<file path="src/rtl/gin_multicast_net.sv">
// Global Input Network: one-entry buffer fed by the GLB, multicast to every PE whose
// scanned-in (YID, XID) pair matches the buffered tags, all-or-nothing per cycle.
`ifndef NUMS_PE_ROW
`define NUMS_PE_ROW 4
`endif
`ifndef NUMS_PE_COL
`define NUMS_PE_COL 8
`endif
`ifndef DATA_BITS
`define DATA_BITS 32
`endif
`ifndef XID_BITS
`define XID_BITS 4
`endif
`ifndef YID_BITS
`define YID_BITS 4
`endif

module gin_multicast_net #(
  parameter int NUMS_PE_ROW = `NUMS_PE_ROW,
  parameter int NUMS_PE_COL = `NUMS_PE_COL,
  parameter int DATA_BITS   = `DATA_BITS,
  parameter int XID_BITS    = `XID_BITS,
  parameter int YID_BITS    = `YID_BITS
) (
  input  logic                                       clk,
  input  logic                                       rst,
  input  logic                                       GIN_valid,
  output logic                                       GIN_ready,
  input  logic [DATA_BITS-1:0]                       GIN_data,
  input  logic [XID_BITS-1:0]                        tag_X,
  input  logic [YID_BITS-1:0]                        tag_Y,
  input  logic                                       set_XID,
  input  logic [XID_BITS-1:0]                        XID_scan_in,
  input  logic                                       set_YID,
  input  logic [YID_BITS-1:0]                        YID_scan_in,
  output logic [NUMS_PE_ROW*NUMS_PE_COL-1:0]         PE_valid,
  input  logic [NUMS_PE_ROW*NUMS_PE_COL-1:0]         PE_ready,
  output logic [DATA_BITS*NUMS_PE_ROW*NUMS_PE_COL-1:0] PE_data,
  output logic                                       GIN_drop
);

  localparam int NPE = NUMS_PE_ROW * NUMS_PE_COL;

  logic [NPE-1:0][XID_BITS-1:0]         xid_q, xid_d;
  logic [NUMS_PE_ROW-1:0][YID_BITS-1:0] yid_q, yid_d;

  logic                 buf_valid_q, buf_valid_d;
  logic [DATA_BITS-1:0] buf_data_q, buf_data_d;
  logic [XID_BITS-1:0]  buf_tx_q, buf_tx_d;
  logic [YID_BITS-1:0]  buf_ty_q, buf_ty_d;

  logic [NPE-1:0] match_s;
  logic           all_rdy_s;
  logic           deliver_s;
  logic           drop_s;
  logic           accept_s;

  // Scan chains: entry 0 takes the input, every other entry takes its predecessor.
  assign xid_d[0] = set_XID ? XID_scan_in : xid_q[0];
  assign yid_d[0] = set_YID ? YID_scan_in : yid_q[0];
  for (genvar g = 1; g < NPE; g++) begin : g_xid_shift
    assign xid_d[g] = set_XID ? xid_q[g-1] : xid_q[g];
  end
  for (genvar g = 1; g < NUMS_PE_ROW; g++) begin : g_yid_shift
    assign yid_d[g] = set_YID ? yid_q[g-1] : yid_q[g];
  end

  for (genvar g = 0; g < NPE; g++) begin : g_match
    assign match_s[g] = buf_valid_q && (yid_q[g / NUMS_PE_COL] == buf_ty_q)
                        && (xid_q[g] == buf_tx_q);
  end

  assign all_rdy_s = &(~match_s | PE_ready);
  assign deliver_s = buf_valid_q && (|match_s) && all_rdy_s;
  assign drop_s    = buf_valid_q && !(|match_s);
  assign GIN_ready = rst && !set_XID && !set_YID && (!buf_valid_q || deliver_s || drop_s);
  assign accept_s  = GIN_valid && GIN_ready;

  assign PE_valid = match_s & {NPE{all_rdy_s}};
  assign PE_data  = {NPE{buf_data_q}};
  assign GIN_drop = drop_s;

  // A same-cycle accept overwrites the word that is leaving, giving full-rate pass-through.
  always_comb begin
    buf_valid_d = buf_valid_q;
    buf_data_d  = buf_data_q;
    buf_tx_d    = buf_tx_q;
    buf_ty_d    = buf_ty_q;
    if (accept_s) begin
      buf_valid_d = 1'b1;
      buf_data_d  = GIN_data;
      buf_tx_d    = tag_X;
      buf_ty_d    = tag_Y;
    end else if (deliver_s || drop_s) begin
      buf_valid_d = 1'b0;
    end else begin
      buf_valid_d = buf_valid_q;
    end
  end

  always_ff @(posedge clk or negedge rst) begin
    if (!rst) begin
      xid_q       <= '0;
      yid_q       <= '0;
      buf_valid_q <= 1'b0;
      buf_data_q  <= '0;
      buf_tx_q    <= '0;
      buf_ty_q    <= '0;
    end else begin
      xid_q       <= xid_d;
      yid_q       <= yid_d;
      buf_valid_q <= buf_valid_d;
      buf_data_q  <= buf_data_d;
      buf_tx_q    <= buf_tx_d;
      buf_ty_q    <= buf_ty_d;
    end
  end

endmodule

</file>
<file path="config.mk">
export PLATFORM = sky130hd
export DESIGN_NAME = gin_multicast_net
export DESIGN_NICKNAME = d
export VERILOG_FILES = /design/src/rtl/gin_multicast_net.sv
export SDC_FILE = /design/constraint.sdc
export NUM_CORES = 1
export LEC_CHECK = 0
export ABC_AREA = 1
export CAP_MARGIN = 20
export CORE_AREA = 2 2 450 452
export DETAILED_ROUTE_END_ITERATION = 10
export DIE_AREA = 0 0 452 454
export GPL_ROUTABILITY_DRIVEN = 0
export PLACE_DENSITY = 0.36
export SYNTH_ARGS = -nofsm -noshare
export SYNTH_HDL_FRONTEND = slang
export SYNTH_SLANG_ARGS = --single-unit
</file>
<file path="constraint.sdc">
create_clock -name clk -period 3.2 [get_ports clk]
set_input_delay 0.64 -clock clk [delete_from_list [all_inputs] [get_ports clk]]
set_output_delay 0.64 -clock clk [all_outputs]
set_load 0.01 [all_outputs]
</file>
==> metrics, run 1 <==
starting density of the core=0.0852; Worst Path Max Fanout=7; met1 global-route usage=0.0940; Root Buffer=clkbuf_16; Register Area=0.00465 mm²; final max-slew violation count=0; drt wl/cell=15.5 µm; GRT busiest layer=met2; Post-DP Area=0.0264 mm²; Util after Layout=0.138; fin crit share=1.13; total core area=0.201 mm²; Yosys reg bits=185; vias in the first global route=13300; Net count, final=2723; worst min-delay path category=input port to asynchronous set/reset pin; reg-to-reg critical path startpoint=buf_ty_q[1]; Final Skew=0.0316 ns; min Tclk post-route=3.60 ns; slowest stage delay, CP=0.42 ns; CTS tree=done; Rows=165; Min Hold Slack=0.314 ns; post-synthesis cell count=2268; Mean Syn Cell Area=7.55 µm²; outcome=complete, but fails checks; Fill cells=22800; Startpoint Class=register; register area share after synthesis=0.270; Layout Cells excl Fill=5333; die width=452 µm; largest net degree at the start of global routing=150; antenna violations before repair=10; Critical Path AT=2.96 ns; Die Ht=454 µm; HPWL Detailed=65.4 mm; setup slack at placement=-0.667 ns; maximum vdd drop=407 µV; CP max stage cell=dfrtp_1; multi-input logic area=0.00458 mm²; Post-DRT Antenna Nets=0; Clock transition at path regs=0.09 ns; r2r endpoint=buf_tx_q[2]; H-Tree Depth=4; Hold-fix buffers, CTS=0; P per Cell Area=587 mW/mm²; flop2flop setup slack=-0.01 ns; Worst R2R Path Depth=19; die area=0.205 mm²; Hold Fails Final Rpt=0; Clock Path Buffers=2; Buffers on Ports=1142; layout cell share with drive strength beyond 1=0.177; Slew @ Worst Pin=0.995 ns; design area=0.0277 mm²; Post-Syn Area=0.0171 mm²; Via Count=14000; final worst setup slack=-0.404 ns; Leakage=10.9 nW; max-cap violation count=0; Ports=1143; Critical Path, Cell by Cell=buf_6 > o211ai_1 > nor2_4 > buf_12 > buf_8 > nand2_1 > nand4_1 > buf_12 > nor2_1 > nand4_1 > nor2_2 > buf_6; failing checks=setup timing; final wirelength=82.6 mm; post-synth top area cell=buf_4; DRT Pass-1 Iters=5; grt met3 use=0.0120; endpoints failing setup=35; worst relative slew slack=0.337; Vias/cell=2.62; GR Util met2=0.134; Crit path required time=2.56 ns; RSZ-0062 raised after global routing=true; placed cells=5266; drt first-iter violations=664; first-pass GRT wire length=109 mm; gr ovfl total=0; Yosys cell types=27; Peak Freq=0.277 GHz; clock sinks=185; DRC Markers=0; syn_nets=2353; YS warnings=0; share of the synthesized area in the top cell type=0.438; GRT Resource Usage Total=0.0748; Setup crit end kind=output port; CTS Buf Count=17; WS Path Type=register to output port; Clock Latency Late Sink=0.53 ns; Area contributors post-synth=buf_4 44%, dfrtp_1 27%, nand2_1 9.5%; P&R area growth vs syn=61.6%
where the power goes:
group / switching [mW] / total, mW / internal (mW)
Combinational: 4.86 / 10.7 / 5.83
Clock: 1.35 / 2.40 / 1.05
Sequential: 0.439 / 3.15 / 2.71
Total: 6.66 / 16.2 / 9.59
metal layers:
layer,vias up,share of wire
met3,29,0.037
li1,6758,-
met2,475,0.52
met5,-,0.00050
met1,6724,0.43
met4,6,0.0073
state kept, by name, summed over array words and instances (netlist names):
register	count
buf_data_q	32
buf_tx_q	4
buf_ty_q	4
buf_valid_q	1
xid_q	128
yid_q	16
layout make-up:
class                   instances  area share
repair buffers               1417       0.507
diodes                         10    0.000905
flip-flops and latches        185       0.168
well taps                    2672       0.121
inverters                     120      0.0168
clock buffers                  17      0.0154
multi-input cells             897       0.165
clock inverters                15     0.00561
worst max-delay path: cells and delay by family (launching register included):
family / cells / cell delay [ns]
simple gates: 6 / 1.00
buf+inv: 5 / 0.74
flops: 1 / 0.42
compound gates: 1 / 0.28
cell usage in the layout (no fill, tap or decap), types with 2 or more instances in the layout:
master and instances:
clkdlybuf4s50_1 1105, inv_6 3, inv_1 110, clkinv_8 2, diode_2 10, buf_12 32
dfrtp_2 16, clkinv_4 3, a21oi_1 50, nand4_1 48, mux2_2 4, buf_4 218
buf_6 29, nand3_1 51, clkinvlp_4 2, nor2_2 34, xnor2_1 49, inv_2 6
nand2_1 413, nor2_4 26, buf_16 2, inv_4 2, nor2_1 70, buf_8 6
o21ai_0 94, o211ai_1 3, clkbuf_16 20, inv_8 6, nand3b_1 20, nand3_2 7
buf_2 21, nand2_4 6, dfrtp_1 169, nand2_2 16
what timing repair did:
item / in CTS / in global routing
pin swaps: 15 / 36
gates resized for setup: 217 / 89
endpoints found under the setup margin: 66 / 66
buffers inserted: 14 / 12
cloned: 2 / 3
worst max path at each step:
stage / cells after the start / from / slack, ns / endpoint
after floorplan: 14 / buf_tx_q[1] / 0.74 / PE_valid[10]
after global placement: 10 / PE_ready[11] / -0.71 / GIN_ready
after detailed placement: 10 / PE_ready[11] / -0.67 / GIN_ready
after CTS: 14 / buf_ty_q[2] / -0.52 / GIN_drop
after global routing: 15 / buf_ty_q[1] / -0.51 / PE_valid[10]
final: 12 / buf_ty_q[1] / -0.40 / GIN_drop
synth_stat cells:
master	n
a21oi_1	50
buf_1	4
buf_2	23
buf_4	998
buf_6	10
clkbuf_1	31
dfrtp_1	185
inv_1	110
inv_2	9
inv_4	1
mux2_2	4
nand2_1	435
nand2_4	1
nand3_1	56
nand3_2	2
nand3b_1	20
nand4_1	48
nand4_2	1
nor2_1	124
nor2_2	4
nor2_4	2
nor2_8	1
o211ai_1	3
o211ai_2	1
o21ai_0	94
xnor2_1	50
xor2_1	1
per-stage QoR:
stage	setup TNS [ns]	total power [mW]
after CTS	-14.86	16.5
after global routing	-21.20	17.2
after floorplan	0	9.92
final	-10.68	16.2
after global placement	-31.35	14.0
after detailed placement	-28.14	13.9
cell families after synthesis:
group / synth area share
buf+inv: 0.485
compound gates: 0.0441
simple gates: 0.172
flops: 0.270
mux: 0.00263
xor+xnor: 0.0261
Note: power is estimated with default switching activity, not from simulation.
==> inputs of run 2 (changes only) <==
Settings changed: CAP_MARGIN 20 to 15.
==> results of run 2 <==
Same layout as run 1: the final DEF is identical, and so are final timing and power.
